--- src/rtl/boe_feeder.sv ---
// boe_feeder: buffers host bytes into committed batches of 1-6
// and replays each batch into BOE, then idles through BOE's output phase.
module boe_feeder #(
   parameter int BYTE_DEPTH = 16,
   parameter int LEN_DEPTH  = 4,
   parameter int GAP_EXTRA  = 2
) (
   input  logic       clk,
   input  logic       rst,
   input  logic       in_valid,
   output logic       in_ready,
   input  logic [7:0] in_data,
   input  logic       in_last,
   output logic [2:0] data_num,
   output logic [7:0] data_in,
   output logic       boe_busy,
   output logic       err_overlong
);

   localparam int BAW = $clog2(BYTE_DEPTH);
   localparam int LAW = $clog2(LEN_DEPTH);

   localparam logic [BAW:0] B_ONE   = (BAW+1)'(1);
   localparam logic [LAW:0] L_ONE   = (LAW+1)'(1);
   localparam logic [BAW:0] B_DEPTH = (BAW+1)'(BYTE_DEPTH);
   localparam logic [LAW:0] L_DEPTH = (LAW+1)'(LEN_DEPTH);
   localparam logic [3:0]   GAP     = 4'(GAP_EXTRA);

   typedef enum logic [1:0] {
      IDLE,
      FEED,
      DRAIN
   } state_t;

   logic [7:0] byte_mem [BYTE_DEPTH];
   logic [2:0] len_mem  [LEN_DEPTH];

   logic [BAW:0] b_wr;
   logic [BAW:0] b_rd;
   logic [LAW:0] l_wr;
   logic [LAW:0] l_rd;

   logic b_full;
   logic l_full;
   logic l_empty;
   logic accept;
   logic commit;

   logic [2:0] acc_cnt;
   logic [2:0] feed_cnt;
   logic [2:0] n_q;
   logic [3:0] drain_cnt;
   state_t     state;

   // Occupancy is pointer distance; the extra MSB tells full from empty.
   assign b_full  = ((b_wr - b_rd) == B_DEPTH);
   assign l_full  = ((l_wr - l_rd) == L_DEPTH);
   assign l_empty = (l_wr == l_rd);

   // No pop bypass: a full FIFO refuses even if it drains this cycle.
   assign in_ready = !rst && !b_full && !l_full;
   assign accept   = in_valid && in_ready;
   assign commit   = accept && (in_last || acc_cnt == 3'd5);

   // Storage writes for accepted bytes and committed batch lengths.
   always_ff @(posedge clk) begin
      if (accept)
         byte_mem[b_wr[BAW-1:0]] <= in_data;
      if (commit)
         len_mem[l_wr[LAW-1:0]] <= acc_cnt + 3'd1;
   end

   // Host side: write pointers, batch byte count, truncation flag.
   always_ff @(posedge clk) begin
      if (rst) begin
         b_wr         <= '0;
         l_wr         <= '0;
         acc_cnt      <= '0;
         err_overlong <= 1'b0;
      end else begin
         err_overlong <= commit && !in_last;
         if (accept)
            b_wr <= b_wr + B_ONE;
         if (commit) begin
            l_wr    <= l_wr + L_ONE;
            acc_cnt <= '0;
         end else if (accept) begin
            acc_cnt <= acc_cnt + 3'd1;
         end
      end
   end

   // Feed FSM: pop a length, replay its bytes, then wait out BOE.
   always_ff @(posedge clk) begin
      if (rst) begin
         state     <= IDLE;
         b_rd      <= '0;
         l_rd      <= '0;
         feed_cnt  <= '0;
         n_q       <= '0;
         drain_cnt <= '0;
         data_num  <= '0;
         data_in   <= '0;
         boe_busy  <= 1'b0;
      end else begin
         data_num <= '0;
         data_in  <= '0;
         boe_busy <= 1'b0;
         unique case (state)
            IDLE: begin
               if (!l_empty) begin
                  n_q      <= len_mem[l_rd[LAW-1:0]];
                  feed_cnt <= len_mem[l_rd[LAW-1:0]];
                  l_rd     <= l_rd + L_ONE;
                  state    <= FEED;
               end
            end
            FEED: begin
               boe_busy <= 1'b1;
               data_in  <= byte_mem[b_rd[BAW-1:0]];
               data_num <= (feed_cnt == n_q) ? n_q : 3'd0;
               b_rd     <= b_rd + B_ONE;
               feed_cnt <= feed_cnt - 3'd1;
               if (feed_cnt == 3'd1) begin
                  drain_cnt <= {1'b0, n_q} + GAP;
                  state     <= DRAIN;
               end
            end
            DRAIN: begin
               boe_busy  <= 1'b1;
               drain_cnt <= drain_cnt - 4'd1;
               if (drain_cnt == 4'd1)
                  state <= IDLE;
            end
            default: state <= IDLE;
         endcase
      end
   end

endmodule

--- config.mk ---
export PLATFORM = sky130hd
export DESIGN_NAME = boe_feeder
export DESIGN_NICKNAME = d
export VERILOG_FILES = /design/src/rtl/boe_feeder.sv
export SDC_FILE = /design/constraint.sdc
export NUM_CORES = 1
export LEC_CHECK = 0
export ABC_AREA = 1
export BUFFER_PORTS_ARGS = -buffer_cell sky130_fd_sc_hd__buf_2
export CAP_MARGIN = 20
export CELL_PAD_IN_SITES_DETAIL_PLACEMENT = 0
export CELL_PAD_IN_SITES_GLOBAL_PLACEMENT = 1
export CORE_ASPECT_RATIO = 0.8
export CORE_MARGIN = 2
export CORE_UTILIZATION = 35
export CTS_CLUSTER_DIAMETER = 30
export CTS_CLUSTER_SIZE = 40
export DETAILED_ROUTE_END_ITERATION = 6
export PLACE_DENSITY_LB_ADDON = 0.1
export SLEW_MARGIN = 10
export SYNTH_ARGS = -nofsm -noshare
export SYNTH_HDL_FRONTEND = slang
export SYNTH_SLANG_ARGS = --single-unit
--- constraint.sdc ---
create_clock -name clk -period 2.6 [get_ports clk]
set_input_delay 0.52 -clock clk [delete_from_list [all_inputs] [get_ports clk]]
set_output_delay 0.52 -clock clk [all_outputs]
set_load 0.01 [all_outputs]
==> flow_metrics.tcl, run 1 <==
set metrics [dict create \
    status "finished clean" \
    synth-adder-area-share_pct 4.158 \
    synth-seq-area-share_pct 65.50 \
    cap_viol_max_count 0 \
    rsz0062_at_grt "false" \
    synth_xor_area_share_pct 0.6717 \
    synth_compound_area_share_pct 13.02 \
    required_ns 2.08 \
    slowest_stage "dfxtp_1" \
    synth_top_family_by_area "compound AO/OA/AOI/OAI gates" \
    ir_drop_uv 491.9 \
    overflow 0 \
    skew_ns 0.01141 \
    setup_tns_ns 0 \
    endpoint_kind "output pin" \
    cp_common_cell "nor2_2" \
    maxSlewViolCount 0 \
    synthArstFlopShare_pct 0 \
    die-area_sq_um 23570 \
    final-instance-count-excl-fill 1063 \
    cts-root-buf "clkbuf_16" \
    yosys.area.top_type_share_pct 53.73 \
    grt_pass1_vias 4979 \
    detail_route.first_pass.iterations 6 \
    hold_depth 2 \
    synthesis.nets 744 \
    clock_path_buffers 2 \
    die_x_um 171.2 \
    yosys.area.top_type "edfxtp_1" \
    critical_path.max_stage_delay_ns 0.33 \
    clk_pin_slew_ns 0.08 \
    via_per_inst 4.951 \
    cts_tree "built" \
    worstSkewPairLatency_ns 0.43 \
    die_h_um 137.7 \
    synth_mux_area_share_pct 0 \
    fp.coreArea_sq_um 21740 \
    tightest_slew_ns 0.5590 \
    min_path_type "in -> reg" \
    worstPathArrival_ns 1.91 \
    ys_types 36 \
    min_period_ns 2.431 \
    antenna_found_initial 0 \
    timing_hold_violations_final 0 \
    reg2regPathDepth 13 \
    drt-wirelength-per-cell_um 18.39 \
    powerDensity_nw_per_um2 892.3 \
    cp_cell_sequence "inv_1, ha_1, inv_2, nor2_1, o21bai_1, nand2_1, nor2_2, nor2_2, buf_6, buf_2" \
    cp.depth 10 \
    drt_iter0_markers 493 \
    grt_pass1_wl_mm 29.65 \
    ys_ff_latch 186 \
    max-slew-margin-rel_pct 62.73 \
    post-route-util_pct 41.24 \
    nets 788 \
    fmax_mhz 411.4 \
    ys_dominant_reg_cell "edfxtp_1" \
    startpoint_type "flop" \
    cpLargestDelayFamily "buffers and inverters" \
    drive_gt1_share_pct 13.89 \
    synth-edff-count 140 \
    grt_max_degree 44 \
    syn_avg_cell_area_sq_um 11.08 \
    finalCritPeriodShare_pct 93.49 \
    drc 0 \
    synthSimpleGateAreaFrac_pct 11.61 \
    finalSetupViolCount 0 \
    htree_levels 4 \
    worstSetupPathType "reg -> out" \
    synth_area_sq_um 7824 \
    ys_top_cells_by_count "edfxtp_1 (140), nor2_1 (108), nand2_1 (82)" \
    hpwlAfterDp_mm 13.06 \
    syn2layout_area_growth_pct 14.60 \
    place.gp.congestion 0.7993 \
    io_buffers 25 \
    clock_sinks 186 \
    n_antenna_cell 0 \
    vias 5263 \
    start_util_pct 35.99 \
    grtUsageTotal_pct 17.42 \
    synth_area_leaders "edfxtp_1 (54%), dfxtp_1 (12%), nor2_1 (5.2%), o21ai_0 (4.9%), ha_1 (4.2%)" \
    nFillCells 2096 \
    crit_buf_inv 4 \
    rows 48 \
    antenna_left 0 \
    pin_count 26 \
    routed_wl_mm 19.55 \
    numCtsBuffers 17 \
    syn_inst 706 \
    p_leak_nw 3.234 \
    yosysWarnings 0 \
    critical_path.max_fanout 7 \
    placed_cells 1028 \
    synthMostInstantiatedCell "edfxtp_1" \
]
final timing paths:
check                                             start                        to  slack (ns)
worst max-delay path               b_rd[3]$_SDFFE_PP0P_                  in_ready        0.17
worst min-delay path                            in_last   err_overlong$_SDFF_PP0_        0.26
worst max register to register     b_rd[3]$_SDFFE_PP0P_  byte_mem[6][2]$_DFFE_PP_        0.27
worst min register to register  acc_cnt[1]$_SDFFE_PP0P_   acc_cnt[1]$_SDFFE_PP0P_        0.49
kinds of logic after synthesis:
| group | after synthesis |
|---|---|
| AND/OR/NAND/NOR | 225 |
| XOR/XNOR | 6 |
| AO/OA/AOI/OAI | 175 |
| adder cells (fa/ha/maj) | 26 |
| flip-flops | 186 |
| buffers and inverters | 88 |
repair_timing:
item | CTS | global route
buffers inserted | 0 | 3
hold buffers | 0 | 0
setup endpoints to repair | 0 | 1
resized for setup | 0 | 5
flip-flops by register name (all words and copies together), names as in the netlist, named ones only:
register and count:
l_wr 3, data_num 3, l_rd 3, byte_mem 128, state 2, b_wr 5, drain_cnt 4, feed_cnt 3
data_in 8, err_overlong 1, n_q 3, b_rd 5, acc_cnt 3, boe_busy 1, len_mem 12
per-stage QoR:
| stage | instance area [sq um] | hold WS, ns | worst slack (ns) | total power, W |
|---|---|---|---|---|
| 3_5_place_dp | 8373 | 0.4827 | 0.3458 | 0.005543 |
| 3_3_place_gp | 8373 | 0.4741 | 0.3670 | 0.005554 |
| 4_1_cts | 8935 | 0.2477 | 0.01107 | 0.008035 |
| 6_report | 8966 | 0.2598 | 0.1691 | 0.008001 |
| 5_1_grt | 8966 | 0.2417 | 0.006936 | 0.008467 |
| 2_1_floorplan | 7824 | 0.4439 | -0.0003115 | 0.004887 |
routing by layer:
layer	share of wire [%]	vias up	global-route usage, %
met5	0	-	0
met3	5.8	15	4.769
met4	1.2	0	4.331
met1	53	2529	27.08
met2	40	145	23.61
li1	-	2574	-
where the power goes:
| part | switching, W | internal (W) |
|---|---|---|
| registers | 0.000130 | 0.00338 |
| clock network | 0.00121 | 0.00126 |
| logic | 0.00140 | 0.000616 |
cell type report:
| type | instances | area (sq um) | share of cell area, % |
|---|---|---|---|
| tap | 300 | 375.4 | 4.186 |
| timing repair buffer | 60 | 391.6 | 4.368 |
| inverter | 53 | 201.4 | 2.247 |
| multi-input combinational | 432 | 2307 | 25.73 |
| clock inverter | 15 | 136.4 | 1.521 |
| sequential | 186 | 5129 | 57.20 |
| clock buffer | 17 | 425.4 | 4.745 |
cells in the final DEF (no fill, tap or decap), types with 3 or more instances in the layout:
| cell | netlist | routed |
|---|---|---|
| a21oi_1 | 41 | 41 |
| ha_1 | 26 | 26 |
| clkinv_4 | 0 | 4 |
| inv_6 | 0 | 4 |
| nand3_1 | 26 | 26 |
| o21ai_0 | 77 | 77 |
| dfxtp_2 | 0 | 3 |
| o22ai_1 | 11 | 11 |
| dfxtp_1 | 46 | 43 |
| inv_2 | 2 | 3 |
| o211ai_1 | 15 | 15 |
| buf_4 | 2 | 34 |
| inv_8 | 0 | 3 |
| nand2_1 | 82 | 82 |
| buf_2 | 11 | 25 |
| o221ai_1 | 19 | 19 |
| xor2_1 | 4 | 4 |
| inv_1 | 49 | 48 |
| o21ai_1 | 5 | 5 |
| nor2_1 | 108 | 107 |
| clkbuf_16 | 0 | 17 |
| edfxtp_1 | 140 | 140 |
Note: power is estimated with default switching activity, not from simulation.
==> inputs of run 2 (changes only) <==
--- a/config.mk
+++ b/config.mk
@@ -8,7 +8,7 @@
 export ABC_AREA = 1
 export BUFFER_PORTS_ARGS = -buffer_cell sky130_fd_sc_hd__buf_2
 export CAP_MARGIN = 20
-export CELL_PAD_IN_SITES_DETAIL_PLACEMENT = 0
+export CELL_PAD_IN_SITES_DETAIL_PLACEMENT = 1
 export CELL_PAD_IN_SITES_GLOBAL_PLACEMENT = 1
 export CORE_ASPECT_RATIO = 0.8
 export CORE_MARGIN = 2
==> constraint.sdc (replaced) <==
create_clock -name clk -period 2.8 [get_ports clk]
set_input_delay 0.56 -clock clk [delete_from_list [all_inputs] [get_ports clk]]
set_output_delay 0.56 -clock clk [all_outputs]
set_load 0.01 [all_outputs]
==> run 2 against run 1 <==
Net effect:
- routed wire length increased by 9.2%
- clock power decreased by 5%
- sequential share of layout area increased by 0.23 points
- register-to-register slack improved by 0.02 ns
- first-iteration DRC count decreased by 21%
- final cell count decreased by 0.56%
- clock skew increased by 0.010 ns
- global-route usage increased by 1.8 points
- critical path type unchanged
- total power decreased by 6.8%
- sequential cell count unchanged
- worst hold slack improved by 0.022 ns
- critical path depth decreased by 2
==> flow_metrics.tcl, run 2 (same netlist as run 1, synthesis figures left out) <==
set metrics [dict create \
    drt_iter0_markers 388 \
    numCtsBuffers 17 \
    status "finished clean" \
    fmax_mhz 386.5 \
    powerDensity_nw_per_um2 835.3 \
    endpoint_kind "output pin" \
    die-area_sq_um 23570 \
    antenna_left 0 \
    io_buffers 25 \
    cts_resized 0 \
    rsz0062_at_grt "true" \
    required_ns 2.24 \
    final-instance-count-excl-fill 1057 \
    timing_hold_violations_final 0 \
    cts_tree "built" \
    worstPathArrival_ns 2.03 \
    rows 48 \
    cts-root-buf "clkbuf_16" \
    grt_max_degree 68 \
    cap_viol_max_count 0 \
    die_x_um 171.2 \
    clock_sinks 186 \
    min_path_type "in -> reg" \
    maxSlewViolCount 0 \
    grtUsageTotal_pct 19.24 \
    ir_drop_uv 415.7 \
    start_util_pct 35.99 \
    clock_path_buffers 2 \
    startpoint_type "flop" \
    skew_ns 0.02165 \
    htree_levels 4 \
    hpwlAfterDp_mm 14.45 \
    grt_pass1_vias 5523 \
    placed_cells 1025 \
    nets 782 \
    p_leak_nw 3.205 \
    ctsHoldBuffers 0 \
    syn2layout_area_growth_pct 14.09 \
    detail_route.first_pass.iterations 5 \
    cts_setup_buffers 0 \
    antenna_found_initial 0 \
    fp.coreArea_sq_um 21740 \
    grt_pass1_wl_mm 33.24 \
    layout_common_cells "edfxtp_1 (140), nor2_1 (106), nand2_1 (82), o21ai_0 (77), inv_1 (49)" \
    final_common_cell "edfxtp_1" \
    place.gp.congestion 0.8201 \
    overflow 0 \
    drc 0 \
    drt-wirelength-per-cell_um 20.19 \
    setup_tns_ns 0 \
    clk_pin_slew_ns 0.08 \
    finalSetupViolCount 0 \
    via_per_inst 5.075 \
    routed_wl_mm 21.34 \
    max-slew-margin-rel_pct 53.76 \
    worstSetupPathType "reg -> out" \
    pin_count 26 \
    n_antenna_cell 0 \
    vias 5364 \
    critical_path.max_fanout 10 \
    tightest_slew_ns 0.6935 \
    die_h_um 137.7 \
    worstSkewPairLatency_ns 0.44 \
    min_period_ns 2.587 \
    drive_gt1_share_pct 12.81 \
    finalCritPeriodShare_pct 92.41 \
    largest_reg_flops 128 \
]
-- run 2: cell count changes in the layout (fill, tap and decap cells not counted), sizes merged --
cell | before | now
bufinv | 0 | 1
inv | 59 | 57
buf | 60 | 54
clkinv | 8 | 7
clkinvlp | 1 | 2
clkbuf | 17 | 18
-- run 2: layer usage --
layer / up-vias / part of all wire [%] / global-route usage, %
met3: 14 / 5.6 / 4.596
met5: - / 0 / 0
met2: 116 / 41 / 26.64
li1: 2568 / - / -
met1: 2666 / 53 / 29.94
met4: 0 / 0.88 / 4.520
-- run 2: critical path, cell delays in order (launching register included) --
cell     delay [ns]
dfxtp_1        0.45
ha_1           0.30
a21oi_1        0.15
nand2_1        0.07
nand3_1        0.07
nand2_1        0.07
nor2_2         0.15
buf_6          0.17
buf_2          0.15
-- run 2: final timing paths --
path / startpoint / end / slack [ns] / cells after the start
setup / recovery: l_wr[1]$_SDFFE_PP0P_ / in_ready / 0.21 / 8
hold / removal: in_last / err_overlong$_SDFF_PP0_ / 0.28 / 2
setup reg to reg: l_wr[1]$_SDFFE_PP0P_ / byte_mem[14][0]$_DFFE_PP_ / 0.29 / 11
hold reg to reg: acc_cnt[2]$_SDFFE_PP0P_ / acc_cnt[2]$_SDFFE_PP0P_ / 0.50 / 2
-- run 2: through the flow --
| step | total power, W | util, % | instance area [sq um] | hold WS (ns) | worst slack [ns] |
|---|---|---|---|---|---|
| floorplan | 0.004538 | - | 7824 | 0.4439 | 0.1997 |
| global placement | 0.005092 | 38.41 | 8351 | 0.4691 | 0.3876 |
| detailed placement | 0.005152 | 38.41 | 8351 | 0.4913 | 0.3072 |
| CTS | 0.007516 | 41.02 | 8917 | 0.2678 | 0.1559 |
| global route | 0.007867 | 41.06 | 8926 | 0.2811 | 0.01202 |
| finish | 0.007456 | 41.06 | 8926 | 0.2818 | 0.2126 |
-- run 2: power by group --
| part | total [W] | switching, W | internal, W |
|---|---|---|---|
| sequential | 0.00327 | 0.000133 | 0.00314 |
| combinational | 0.00183 | 0.00128 | 0.000547 |
| clock | 0.00236 | 0.00111 | 0.00125 |
| total | 0.00746 | 0.00252 | 0.00494 |
-- run 2: final cells by class --
type                            count  area, sq um
Tap cell                          300        375.4
Clock buffer                       18        429.2
Inverter                           53        201.4
Clock inverter                     14        137.6
Fill cell                        2390        12810
Timing Repair Buffer               54        346.6
Multi-Input combinational cell    432         2310
Sequential cell                   186         5126
